===== src/rtl/pipe_pkg.sv =====
// Shared ID/EX pipeline constants: payload widths, control sub-field offsets,
// and the skid-buffer occupancy states.
package pipe_pkg;

    localparam int ID_EX_CTRL_W = 16;
    localparam int ID_EX_DATA_W = 96;

    // Bit positions of the control sub-fields inside the ID/EX control word
    localparam int CTRL_JUMP_BIT     = 0;
    localparam int CTRL_BRANCH_BIT   = 1;
    localparam int CTRL_REGWRITE_BIT = 2;
    localparam int CTRL_MEM_LSB      = 3;
    localparam int CTRL_MEM_W        = 3;
    localparam int CTRL_ALUOP_LSB    = 6;
    localparam int CTRL_ALUOP_W      = 4;
    localparam int CTRL_ALUSRC_BIT   = 10;

    typedef enum logic [1:0] {
        ST_EMPTY = 2'd0,
        ST_ONE   = 2'd1,
        ST_FULL  = 2'd2
    } skid_state_e;

endpackage


===== src/rtl/pipe_entry_reg.sv =====
// One pipeline entry: valid flag, control word and data word.
// Clear drops valid and control but keeps data to avoid needless toggling.
module pipe_entry_reg
    import pipe_pkg::*;
#(
    parameter int CTRL_W = ID_EX_CTRL_W,
    parameter int DATA_W = ID_EX_DATA_W
) (
    input  logic              clk,
    input  logic              rst,
    input  logic              load,
    input  logic              clear,
    input  logic [CTRL_W-1:0] d_ctrl,
    input  logic [DATA_W-1:0] d_data,
    output logic              q_valid,
    output logic [CTRL_W-1:0] q_ctrl,
    output logic [DATA_W-1:0] q_data
);

    // NOTE: nonblocking assignments in clocked blocks so every flop samples pre-edge values.
    always_ff @(posedge clk or posedge rst) begin
        if (rst) begin
            // NOTE: the payload is reset too, so a freshly reset stage presents all zeros.
            q_valid <= 1'b0;
            q_ctrl  <= '0;
            q_data  <= '0;
        end else if (clear) begin
            q_valid <= 1'b0;
            q_ctrl  <= '0;
        end else if (load) begin
            q_valid <= 1'b1;
            q_ctrl  <= d_ctrl;
            q_data  <= d_data;
        end
    end

endmodule


===== src/rtl/pipe_stage_skid.sv =====
// ID/EX pipeline stage with valid/ready handshake and flush. SKID=1 uses a
// 2-entry skid buffer with registered in_ready; SKID=0 a single register.
module pipe_stage_skid
    import pipe_pkg::*;
#(
    parameter int DATA_W = ID_EX_DATA_W,
    parameter int CTRL_W = ID_EX_CTRL_W,
    parameter int SKID   = 1
) (
    input  logic              clk,
    input  logic              rst,
    input  logic              in_valid,
    output logic              in_ready,
    input  logic [CTRL_W-1:0] in_ctrl,
    input  logic [DATA_W-1:0] in_data,
    input  logic              flush,
    output logic              out_valid,
    input  logic              out_ready,
    output logic [CTRL_W-1:0] out_ctrl,
    output logic [DATA_W-1:0] out_data,
    output logic [1:0]        occ
);

    logic              in_xfer;
    logic              out_xfer;
    logic              main_load;
    logic              main_clear;
    logic [CTRL_W-1:0] main_ctrl_d;
    logic [DATA_W-1:0] main_data_d;

    assign in_xfer  = in_valid && in_ready;
    assign out_xfer = out_valid && out_ready;

    pipe_entry_reg #(.CTRL_W(CTRL_W), .DATA_W(DATA_W)) u_main (
        .clk     (clk),
        .rst     (rst),
        .load    (main_load),
        .clear   (main_clear),
        .d_ctrl  (main_ctrl_d),
        .d_data  (main_data_d),
        .q_valid (out_valid),
        .q_ctrl  (out_ctrl),
        .q_data  (out_data)
    );

    if (SKID != 0) begin : g_skid
        skid_state_e       state_q, state_d;
        logic              in_ready_q;
        logic              skid_load, skid_clear, skid_valid;
        logic [CTRL_W-1:0] skid_ctrl;
        logic [DATA_W-1:0] skid_data;

        pipe_entry_reg #(.CTRL_W(CTRL_W), .DATA_W(DATA_W)) u_skid (
            .clk     (clk),
            .rst     (rst),
            .load    (skid_load),
            .clear   (skid_clear),
            .d_ctrl  (in_ctrl),
            .d_data  (in_data),
            .q_valid (skid_valid),
            .q_ctrl  (skid_ctrl),
            .q_data  (skid_data)
        );

        always_ff @(posedge clk or posedge rst) begin
            if (rst) begin
                state_q    <= ST_EMPTY;
                in_ready_q <= 1'b0;
            end else begin
                state_q    <= state_d;
                in_ready_q <= (state_d != ST_FULL);
            end
        end

        always_comb begin
            // NOTE: every output gets a default first, so no path can infer a latch.
            state_d     = state_q;
            main_load   = 1'b0;
            main_clear  = 1'b0;
            skid_load   = 1'b0;
            skid_clear  = 1'b0;
            main_ctrl_d = in_ctrl;
            main_data_d = in_data;
            if (flush) begin
                state_d    = ST_EMPTY;
                main_clear = 1'b1;
                skid_clear = 1'b1;
            end else begin
                case (state_q)
                    ST_EMPTY: begin
                        if (in_xfer) begin
                            main_load = 1'b1;
                            state_d   = ST_ONE;
                        end
                    end
                    ST_ONE: begin
                        if (in_xfer && out_xfer) begin
                            main_load = 1'b1;
                        end else if (in_xfer) begin
                            skid_load = 1'b1;
                            state_d   = ST_FULL;
                        end else if (out_xfer) begin
                            main_clear = 1'b1;
                            state_d    = ST_EMPTY;
                        end
                    end
                    ST_FULL: begin
                        // Oldest-first: the skid word advances into MAIN
                        if (out_xfer) begin
                            main_load   = 1'b1;
                            main_ctrl_d = skid_ctrl;
                            main_data_d = skid_data;
                            skid_clear  = 1'b1;
                            state_d     = ST_ONE;
                        end
                    end
                    default: begin
                        state_d    = ST_EMPTY;
                        main_clear = 1'b1;
                        skid_clear = 1'b1;
                    end
                endcase
            end
        end

        assign in_ready = in_ready_q;
        assign occ      = {out_valid & skid_valid, out_valid ^ skid_valid};
    end else begin : g_single
        assign in_ready = !out_valid || out_ready;
        assign occ      = {1'b0, out_valid};

        always_comb begin
            main_ctrl_d = in_ctrl;
            main_data_d = in_data;
            main_load   = in_xfer;
            main_clear  = flush || (out_xfer && !in_xfer);
        end
    end

endmodule


===== config.mk =====
export PLATFORM = sky130hd
export DESIGN_NAME = pipe_stage_skid
export DESIGN_NICKNAME = d
export VERILOG_FILES = /design/src/rtl/pipe_pkg.sv /design/src/rtl/pipe_entry_reg.sv /design/src/rtl/pipe_stage_skid.sv
export SDC_FILE = /design/constraint.sdc
export NUM_CORES = 1
export LEC_CHECK = 0
export ABC_AREA = 1
export BUFFER_PORTS_ARGS = -buffer_cell sky130_fd_sc_hd__buf_2
export CELL_PAD_IN_SITES_DETAIL_PLACEMENT = 0
export CELL_PAD_IN_SITES_GLOBAL_PLACEMENT = 1
export CORE_MARGIN = 5
export CORE_UTILIZATION = 25
export DETAILED_ROUTE_END_ITERATION = 8
export PLACE_DENSITY = 0.62
export SETUP_SLACK_MARGIN = 0.15
export SLEW_MARGIN = 40
export SYNTH_ARGS = -nofsm -noshare
export SYNTH_HDL_FRONTEND = slang
export SYNTH_SLANG_ARGS = --single-unit

===== constraint.sdc =====
create_clock -name clk -period 7.8 [get_ports clk]
set_input_delay 1.56 -clock clk [delete_from_list [all_inputs] [get_ports clk]]
set_output_delay 1.56 -clock clk [all_outputs]
set_load 0.02 [all_outputs]

# Word-level counts from Yosys, hierarchy flattened
# Cells that the tools add are included.
op_classes:
  n_addsub: 0
  multipliers: 0
  n_div: 0
  magnitude_cmp: 0
  eq_ne: 3
  n_shift: 0
  n_mux: 35
  bitwise_logic: 4
  n_reduce_logical: 10
ops:
  columns: ["operator", "n"]
  rows:
  - ["$mux 96", 3]
  - ["$mux 16", 7]
  - ["$mux 1", 15]
  - ["$mux 2", 6]
  - ["$pmux 2 s3", 1]
  - ["$pmux 1 s2", 2]
  - ["$reduce_and 2->1", 2]
  - ["$reduce_bool 2->1", 2]
  - ["$reduce_or 2->1", 2]
  - ["$logic_and 1x1->1", 3]
  - ["$pmux 1 s3", 1]
  - ["$eq 2x1->1 const B", 1]
  - ["$eq 2x2->1 const B", 1]
  - ["$logic_not 2->1", 1]
  - ["$ne 2x2->1 const B", 1]
  - ["$not 1->1", 2]
  - ["$and 1x1->1", 1]
  - ["$xor 1x1->1", 1]
totals:
  ff_bits: 229
  latchBits: 0
  ramBits: 0
  romBits: 0
  out_inout_bits: 116
  elab_cells: 60
  mem_count: 0

# Longest topological paths before layout
# Gate-level depths: netlist of the first run.
depth:
  depth_word: 8
  ltp_mapped: 10

# Hierarchy
# From an unflattened synthesis of the first run, not the netlist that was laid out.
hier_totals:
  hier_cells: 1375
  hier_area_um2: 10507.6
by_module_without_submodules:
  columns: ["mod", "instances", "cells_per_inst", "area_each_um2", "seq_area_each_um2"]
  rows:
  - ["pipe_entry_reg", 2, 491, 4428.0, 2827.7]
  - ["pipe_stage_skid", 1, 393, 1651.6, 75.1]

# Least setup slack after synthesis of the first run
# OpenSTA, ideal clock, no wires.
synth_timing:
  path_kind: "input to register"
  from: "in in_valid"
  to: "reg g_skid.u_skid.q_data[49]"
  arrival_time_ns: 2.452
  t_required_ns: 7.684
  path_slack_ns: 5.232
  cell_stages: 9
  cell_sequence: "nand2_1 > inv_1 > nand2_1 > nor2_4 > inv_2 > buf_2 > buf_2 > nand2_1 > nand2_1"
synth_between:
  elab_chain_len: 6
synth_rtl:
  columns: ["element", "line", "text"]
  rows:
  - ["start, declared", "pipe_stage_skid.sv:12", "input logic in_valid,"]
  - ["$logic_and 1x1->1 *", "pipe_stage_skid.sv:31", "assign in_xfer = in_valid && in_ready;"]
  - ["$mux 1 / $logic_and 1x1->1 (equally long branches)", "pipe_stage_skid.sv:99, pipe_stage_skid.sv:97", null]
  - ["$mux 1 *", "pipe_stage_skid.sv:97", "if (in_xfer && out_xfer) begin"]
  - ["$mux 1 *", "pipe_stage_skid.sv:89", "case (state_q)"]
  - ["$mux 1 *", "pipe_stage_skid.sv:84", "if (flush) begin"]
  - ["$reduce_and 2->1 (no line) *", null, null]
  - ["end signal, assigned", "pipe_entry_reg.sv:33", "q_data <= d_data;"]
  - ["end, declared", "pipe_entry_reg.sv:17", "output logic [DATA_W-1:0] q_data"]
# Every way passes the cells marked *; elsewhere a longest branch is shown, timed or not.
# A chain may end at the register's enable or synchronous reset.

# Worst setup path after layout of the first run
layout_timing:
  from: "in flush"
  to: "reg g_skid.u_skid.q_data[57]"
layout_between:
  elab_chain_len: 3
layout_rtl:
  columns: ["element", "line", "text"]
  rows:
  - ["start, declared", "pipe_stage_skid.sv:16", "input logic flush,"]
  - ["$mux 1", "pipe_stage_skid.sv:84", null]
  - ["$not 1->1 (no line)", null, null]
  - ["$reduce_and 2->1 (no line) *", null, null]
# Marked as above.

==> summary.txt, run 1 <==
Timing
  – Setup TNS: 0 ns
  – Fin. Hold Viols: 0
  – Final Cycle Share: 0.496
  – RSZ-0062 raised after global routing: no
  – Post-layout min period: 3.87 ns
  – Final setup viols: 0
  – Min Hold Slack: 0.469 ns
  – Worst-Margin Slew: 0.752 ns
  – Clk_skew: 0.0134 ns
  – Relative slew slack: 0.499
  – Slew Viols, Final: 0
  – Fmax: 258 MHz

Floorplanning
  – Die W: 213 um
  – Die ar.: 45400 um^2
  – Placeable Area: 40800 um^2
  – # rows: 74
  – Number of top-level pins: 233
  – Die Ht: 213 um
  – Starting Density: 0.252

Detailed routing
  – Via count: 9143
  – Iteration-0 DRC count of the detailed router: 484
  – Post-route ant nets: 0
  – Routed len/inst: 15.7 um
  – # DRC: 0
  – DR vias/cell: 4.34
  – Pre-Repair DR Iteration Count: 5
  – WL final: 33000 um

Place
  – GPL Wtd Cong: 0.706
  – Detailed Place HPWL: 20700 um
  – Placed cell count: 2055
  – Buffers on Ports: 232

Cells and area
  – Reg area: 5730 um^2
  – Multi-input gate area: 4120 um^2
  – Final net count: 1671
  – Area growth, synth to finish: 24.3%
  – Layout cell share with drive strength beyond 1: 0.190
  – Post-route insts no fill: 2105
  – Filler cell count in the final layout: 4438

Yosys
  – Most common library cells after synthesis: nand2_1, dfrtp_1, nand3_1
  – Primary FF master, synth: dfrtp_1
  – Top cell type's share of synthesized area: 0.556
  – Yosys warnings: 0
  – EDFF count, synth: 0
  – Sequential share of the synthesized area: 0.556
  – Synth Net Count: 1479
  – Synth async-reset ratio: 1.00
  – Area contributors post-synth: dfrtp_1, nand2_1, nand3_1
  – #FFs+latches synth: 229
  – Cell with the most instances after synthesis: nand2_1
  – Synthesized area per cell: 7.57 um^2
  – Post-synthesis cell type count: 16
  – Post-synthesis cell area: 10300 um^2
  – Cells after Synth: 1361
  – Yosys top cell by area: dfrtp_1

CTS
  – CTS H-Tree Depth: 1
  – Resized Gates After CTS: 0
  – Clock root buffer: clkbuf_16
  – CTS Sinks: 229
  – TritonCTS clock tree: built
  – Clk_lat worst skew: 0.55 ns
  – Hold-fix buffers, CTS: 0
  – Postcts setup bufs: 0
  – TritonCTS Buffers: 28
  – Clk buf depth: 3
  – Clk pin slew, worst setup/hold paths: 0.06 ns

Critical path
  – WP buf/inv: 5
  – Crit-path max FO: 61
  – Slowest Stage Delay on Critical Path: 0.61 ns
  – Setup CP Type: in -> reg
  – Worst setup EP type: register
  – WP data required: 8.24 ns
  – Crit-path leading delay family: buffers and inverters
  – Critical Path Start Type: primary input
  – Worst endpoint data arrival time: 4.31 ns
  – Crit path max-delay cell type: clkinv_2
  – Sequence of cells on the critical path: buf_2 -> inv_4 -> nand3_1 -> nor2_4 -> buf_8 -> clkinv_2 -> buf_4 -> nand2_1 -> nand2_1
  – Critical Path Most Common Cell: nand2_1

Pwr
  – Pwr/cell area: 294 nW/um^2
  – Worst vdd ir: 0.135 mV
  – Leakage: 7.34 nW

Worst hold path
  – Hold WC Path Type: reg -> reg

GRT
  – First-pass GRT wire length: 52500 um
  – Gr usage total: 0.144
  – Pin count of the biggest net entering global routing: 124
  – Vias in the first global route: 9136
  – Initial antenna violation count: 4
  – Overflow after GRT: 0

Flow run
  – MaxCap Viol Count: 0

Outcome
  – Status: finished clean
placed cells by master, fill, tap and decap left out:
master	instances
nand2_2	1
nor2_2	1
o31ai_1	1
inv_4	2
clkbuf_8	6
a21oi_1	4
buf_2	232
nor2_4	2
clkinvlp_4	1
inv_2	3
buf_6	3
dfrtp_1	229
buf_4	5
nand3_1	131
clkinv_2	4
nor2_1	4
diode_2	2
nand2_4	1
buf_16	2
nand2_1	890
ha_1	1
bufinv_16	1
inv_1	4
nand3_4	1
buf_12	1
buf_8	3
clkbuf_1	9
clkbuf_16	29
state kept, by name (all words and copies together), names as in the netlist:
signal,count
g_skid.state_q,2
g_skid.u_skid.q_valid,1
g_skid.u_skid.q_data,96
g_skid.u_skid.q_ctrl,16
in_ready,1
u_main.q_valid,1
u_main.q_ctrl,16
u_main.q_data,96
metrics by stage:
stage               instance area [um^2]  setup WS, ns   util  power, mW
detailed placement                 11900          3.21  0.292       2.52
floorplan                          10300          3.25      -       2.21
global route                       12800          3.66  0.314       4.01
global placement                   11800          2.38  0.289       2.51
CTS                                12800          3.81  0.313       3.84
finish                             12800          3.93  0.314       3.76
worst min-delay path, delay by kind of cell, from the launching register on:
family,cells,cell delay (ns)
flip-flops,1,0.34
AND/OR/NAND/NOR,2,0.09
where the power goes:
part           switching (mW)  leakage [nW]  internal (mW)
Sequential              0.179          2.90           1.51
Clock                   0.512         0.437          0.764
Combinational           0.524          4.00          0.267
layout make-up:
cell class,count,share of cell area
Antenna cell,2,0.000391
Clock buffer,44,0.0657
Clock inverter,4,0.00352
Inverter,11,0.00401
Multi-Input combinational cell,1037,0.321
Sequential cell,229,0.447
Tap cell,532,0.0520
Timing Repair Buffer,246,0.106
kinds of logic after synthesis:
family	share of synthesized area
buffers and inverters	0.0464
AOI/OAI and AO/OA	0.00267
DFF	0.556
and+or+nand+nor	0.393
adders and majority gates	0.00121
per-layer routing:
| metal | global-route usage | vias to the layer above | share of wire |
|---|---|---|---|
| li1 | - | 4560 | - |
| met1 | 0.204 | 4308 | 0.48 |
| met2 | 0.228 | 222 | 0.45 |
| met3 | 0.0289 | 47 | 0.059 |
| met4 | 0.0322 | 6 | 0.018 |
| met5 | 0 | - | 0.0010 |
final timing paths:
path | slack [ns] | from | end | depth (start not counted)
min | 0.47 | g_skid.u_skid.q_data[27] | g_skid.u_skid.q_data[27] | 2
max | 3.93 | flush | g_skid.u_skid.q_data[57] | 9
max in group asynchronous | 5.67 | rst | u_main.q_data[29] | 3
max reg2reg | 4.73 | u_main.q_valid | u_main.q_ctrl[3] | 9
min reg2reg | 0.47 | g_skid.u_skid.q_data[27] | g_skid.u_skid.q_data[27] | 2
min in group asynchronous | 1.04 | rst | g_skid.u_skid.q_data[82] | 2
Note: power is estimated with default switching activity, not from simulation.
==> inputs of run 2 (changes only) <==
clock period = 3.47 ns   (was 7.8 ns; I/O delays follow)
==> run 2 against run 1 <==
Net effect: die area unchanged; combinational power up 130%; register-to-register slack got worse by 3.3 ns; critical endpoint is now occ[0]; largest cell class unchanged; highest routed layer unchanged.
==> summary.txt, run 2 (synthesis results as in run 1) <==
CTS
  – Clk_lat worst skew: 0.55 ns (about the same)
  – Clk buf depth: 3 (unchanged)
  – TritonCTS Buffers: 28 (unchanged)
  – CTS Sinks: 229 (unchanged)
  – Postcts setup bufs: 0 (unchanged)
  – Resized Gates After CTS: 0 (unchanged)
  – Clock root buffer: clkbuf_16
  – Clk pin slew, worst setup/hold paths: 0.06 ns (about the same)
  – Hold-fix buffers, CTS: 0 (unchanged)
  – CTS H-Tree Depth: 1 (unchanged)
  – TritonCTS clock tree: built

Place
  – Buffers on Ports: 232 (unchanged)
  – GPL Wtd Cong: 0.729 (+3.3%)
  – Setup WS pre-CTS: 0.770 ns (-2.44 ns)
  – Detailed Place HPWL: 20300 um (-2.0%)

Detailed routing
  – Via count: 9181 (+0.42%)
  – Post-route ant nets: 0 (unchanged)
  – Routed len/inst: 15.7 um (about the same)
  – Iteration-0 DRC count of the detailed router: 578 (+19%)
  – DR vias/cell: 4.36 (+0.42%)
  – Pre-Repair DR Iteration Count: 5 (unchanged)
  – WL final: 33000 um (about the same)
  – # DRC: 0 (unchanged)

Critical path
  – Crit-path max FO: 4 (-93%)
  – Crit-path leading delay family: flip-flops
  – CP startpoint: u_main.q_valid
  – WP buf/inv: 1 (-4)
  – Setup CP Type: reg -> out
  – Reg2reg start: u_main.q_valid
  – Worst endpoint data arrival time: 1.47 ns (-2.84 ns)
  – Crit path max-delay cell type: dfrtp_1
  – Sequence of cells on the critical path: ha_1 -> buf_2
  – Slowest Stage Delay on Critical Path: 0.45 ns (-0.16 ns)
  – Critical Path Start Type: register
  – WP data required: 2.78 ns (-5.46 ns)
  – Worst setup EP type: primary output

Floorplanning
  – Die Ht: 213 um (unchanged)
  – # rows: 74 (unchanged)
  – Starting Density: 0.252 (unchanged)
  – Placeable Area: 40800 um^2 (unchanged)
  – Die W: 213 um (unchanged)
  – Die ar.: 45400 um^2 (unchanged)
  – Number of top-level pins: 233 (unchanged)

GRT
  – Pin count of the biggest net entering global routing: 115 (-7.3%)
  – First-pass GRT wire length: 52000 um (-0.88%)
  – Gr usage total: 0.142 (-0.00135)
  – Overflow after GRT: 0 (unchanged)
  – Initial antenna violation count: 4 (unchanged)
  – Vias in the first global route: 8969 (-1.8%)

Cells and area
  – Utilization after layout: 0.314 (about the same)
  – Final net count: 1671 (unchanged)
  – Area growth, synth to finish: 24.3% (about the same)
  – Largest regs: g_skid.u_skid.q_data (96), u_main.q_data (96)
  – Commonest cells after routing, fill and taps aside: nand2_1, buf_2, dfrtp_1
  – Layout cell share with drive strength beyond 1: 0.191 (+0.00179)
  – Most common cell after layout, fill and taps aside: nand2_1

Timing
  – Relative slew slack: 0.484 (-0.0145)
  – Min Hold Slack: 0.127 ns (-0.342 ns)
  – Post-layout min period: 2.17 ns
  – Clk_skew: 0.0227 ns (+0.00925 ns)
  – Worst setup margin: 1.30 ns (-2.63 ns)
  – Slew Viols, Final: 0 (unchanged)
  – Worst-Margin Slew: 0.774 ns (+0.0218 ns)
  – Final setup viols: 0 (unchanged)
  – Final Cycle Share: 0.624
  – Fmax: 462 MHz
  – RSZ-0062 raised after global routing: no
  – Fin. Hold Viols: 0 (unchanged)

Flow run
  – MaxCap Viol Count: 0 (unchanged)

Worst hold path
  – Hold WC Path Type: in -> async

Outcome
  – Status: finished clean

Pwr
  – Pwr/cell area: 666 nW/um^2 (+130%)
  – Leakage: 7.34 nW (about the same)
  – Worst vdd ir: 0.308 mV (+130%)
## run 2: worst paths after layout
path | cells past startpoint | slack (ns) | end
max reg2reg | 9 | 1.45 | u_main.q_ctrl[6]
max in group asynchronous | 3 | 2.36 | u_main.q_data[31]
min reg2reg | 2 | 0.47 | g_skid.u_skid.q_data[19]
min in group clk | 3 | 0.36 | g_skid.u_skid.q_ctrl[9]
max | 2 | 1.30 | occ[0]
min | 2 | 0.13 | u_main.q_data[87]
## run 2: layout make-up
type	instances	area, um^2
repair buffers	246	1330
inverters	11	51.3
clock inverters	8	105
fillers	4429	28000
clock buffers	41	810
multi-input cells	1037	4120
flip-flops and latches	229	5730
diodes	1	2.50
well taps	532	666
## run 2: stage by stage
step / power [mW] / area [um^2] / TNS, ns / instances
6_report: 8.53 / 12800 / 0 / 2105
5_1_grt: 9.09 / 12800 / 0 / 2104
4_1_cts: 8.70 / 12800 / 0 / 2104
3_5_place_dp: 5.69 / 11900 / 0 / 2055
3_3_place_gp: 5.64 / 11900 / 0 / 2055
2_1_floorplan: 4.96 / 10300 / -49.91 / 1361
## run 2: worst reg2reg max path: cells and delay by family, from the launching register on
| family | cells | cell delay, ns |
|---|---|---|
| buffers and inverters | 3 | 0.79 |
| DFF | 1 | 0.45 |
| and+or+nand+nor | 6 | 0.71 |
## run 2: metal layers
metal / routed length, um / GRT usage
met5: 26 / 0
met4: 509 / 0.0311
met3: 2010 / 0.0275
met2: 15100 / 0.222
met1: 15400 / 0.206
## run 2: report_power, final
part | internal (mW) | switching (mW)
clock network | 1.76 | 1.17
registers | 3.40 | 0.404
logic | 0.605 | 1.19
==> inputs of run 3 (changes only) <==
PLACE_DENSITY = 0.6   (was 0.62)
clock period = 2.2 ns   (was 3.47 ns; I/O delays follow)
==> run 3 against run 2 <==
Net effect: first-iteration DRC count fell by 3.6%; sequential power is 57% higher; via count is 1.4% higher; total power rose by 61%; sequential share of layout area fell by 1.2 points; critical path depth is the same; non-clock buffer count rose by 15; critical path type unchanged; critical endpoint unchanged.
==> summary.txt, run 3 (synthesis results as in run 1) <==
Place
  – Buffers on Ports: 232 (unchanged)
  – Placed cell count: 2069 (+0.68%)
  – Placed Area: 12100 um^2 (+2.0%)
  – Setup WS pre-CTS: 0.306 ns (-0.463 ns)
  – GPL Wtd Cong: 0.709 (-2.8%)
  – Detailed Place HPWL: 20600 um (+1.7%)

Detailed routing
  – Routed len/inst: 15.8 um (+0.66%)
  – Post-route ant nets: 0 (unchanged)
  – Pre-Repair DR Iteration Count: 5 (unchanged)
  – # DRC: 0 (unchanged)
  – Iteration-0 DRC count of the detailed router: 557 (-3.6%)
  – Via count: 9314 (+1.4%)
  – WL final: 33600 um (+1.6%)
  – DR vias/cell: 4.38 (+0.49%)

Floorplanning
  – Die ar.: 45400 um^2 (unchanged)
  – Number of top-level pins: 233 (unchanged)
  – Starting Density: 0.252 (unchanged)
  – Die W: 213 um (unchanged)
  – # rows: 74 (unchanged)
  – Die Ht: 213 um (unchanged)
  – Placeable Area: 40800 um^2 (unchanged)

Timing
  – Clk_skew: 0.0144 ns (-0.00831 ns)
  – RSZ-0062 raised after global routing: no
  – Final Cycle Share: 0.868
  – Worst setup margin: 0.291 ns (-1.01 ns)
  – Slew Viols, Final: 0 (unchanged)
  – Worst-Margin Slew: 0.632 ns (-0.142 ns)
  – Fmax: 524 MHz
  – Post-layout min period: 1.91 ns
  – Relative slew slack: 0.579 (+0.0947)
  – Fin. Hold Viols: 0 (unchanged)
  – Final setup viols: 0 (unchanged)

Pwr
  – Leakage: 7.52 nW (+2.4%)
  – Pwr/cell area: 1050 nW/um^2 (+57%)
  – Worst vdd ir: 0.520 mV (+69%)

CTS
  – CTS Sinks: 229 (unchanged)
  – CTS H-Tree Depth: 1 (unchanged)
  – Clock root buffer: clkbuf_16
  – TritonCTS clock tree: built
  – TritonCTS Buffers: 29 (+3.6%)
  – Clk_lat worst skew: 0.56 ns (about the same)
  – Clk buf depth: 3 (unchanged)
  – Clk pin slew, worst setup/hold paths: 0.06 ns (about the same)

Flow run
  – MaxCap Viol Count: 0 (unchanged)

Cells and area
  – Most common cell after layout, fill and taps aside: nand2_1
  – Final net count: 1687 (+0.96%)
  – Largest regs: g_skid.u_skid.q_data (96), u_main.q_data (96)
  – Filler cell count in the final layout: 4426 (-0.068%)
  – Area growth, synth to finish: 27.7%
  – Post-route insts no fill: 2125 (+0.95%)
  – Layout cell share with drive strength beyond 1: 0.204 (+0.0127)
  – Utilization after layout: 0.322 (+0.00858)
  – Commonest cells after routing, fill and taps aside: nand2_1, buf_2, dfrtp_1
  – Fin area: 13200 um^2 (+2.7%)

Critical path
  – WP data required: 1.76 ns (-1.02 ns)
  – Worst setup EP type: primary output
  – Crit-path max FO: 4 (unchanged)
  – Setup CP Type: reg -> out
  – Worst endpoint data arrival time: 1.47 ns (about the same)
  – Critical Path Start Type: register

Outcome
  – Status: finished clean

GRT
  – Gr usage total: 0.147 (+0.00494)
  – Vias in the first global route: 9265 (+3.3%)
  – Overflow after GRT: 0 (unchanged)
  – Initial antenna violation count: 8 (+4)
  – First-pass GRT wire length: 53600 um (+2.9%)
  – Pin count of the biggest net entering global routing: 113 (-1.7%)

Worst hold path
  – Hold WC Path Type: in -> reg
## run 3: final timing paths
| kind | startpoint | slack [ns] | to | cells past startpoint |
|---|---|---|---|---|
| setup / recovery | u_main.q_valid | 0.29 | occ[0] | 2 |
| hold / removal | in_ctrl[2] | 0.1 | g_skid.u_skid.q_ctrl[2] | 3 |
| setup reg to reg | u_main.q_valid | 0.38 | u_main.q_data[12] | 8 |
| hold reg to reg | g_skid.u_skid.q_data[41] | 0.47 | g_skid.u_skid.q_data[41] | 2 |
| max in group asynchronous | rst | 1.01 | u_main.q_data[37] | 4 |
| min in group asynchronous | rst | 0.56 | g_skid.u_skid.q_data[95] | 4 |
## run 3: per-stage QoR
step	hold WS, ns	total power [mW]	TNS, ns
finish	0.0984	13.8	0
global route	0.0829	14.7	0
CTS	0.0498	14.1	0
detailed placement	0.459	8.98	0
global placement	0.453	8.93	0
floorplan	0.443	7.83	-282.58
## run 3: repair_timing
item | 4_1_cts | 5_1_grt
gates resized for setup | 0 | 0
buffers inserted | 0 | 0
endpoints found under the hold margin | 42 | 0
hold buffers | 1 | 0
## run 3: routing by layer
layer | GRT usage | vias up | part of all wire
met2 | 0.237 | 208 | 0.45
met4 | 0.0298 | 14 | 0.016
met1 | 0.204 | 4424 | 0.47
li1 | - | 4613 | -
met5 | 0 | - | 0.0024
met3 | 0.0353 | 55 | 0.067
## run 3: worst max-delay path, stage by stage, from the launching register on
cell and delay, ns:
dfrtp_1 0.45, ha_1 0.31, buf_2 0.16
## run 3: cell type report
class / instances / area (um^2) / share of cell area
multi-input combinational: 1037 / 4120 / 0.313
clock inverter: 8 / 72.6 / 0.00551
clock buffer: 46 / 940 / 0.0714
timing repair buffer: 261 / 1580 / 0.120
antenna: 1 / 2.50 / 0.000190
tap: 532 / 666 / 0.0506
sequential: 229 / 5730 / 0.435
inverter: 11 / 51.3 / 0.00390
## run 3: power breakdown
part	leakage, nW	switching, mW	internal, mW
clock network	0.510	1.90	3.02
logic	4.11	1.87	0.986
registers	2.90	0.622	5.37
total	7.52	4.39	9.38
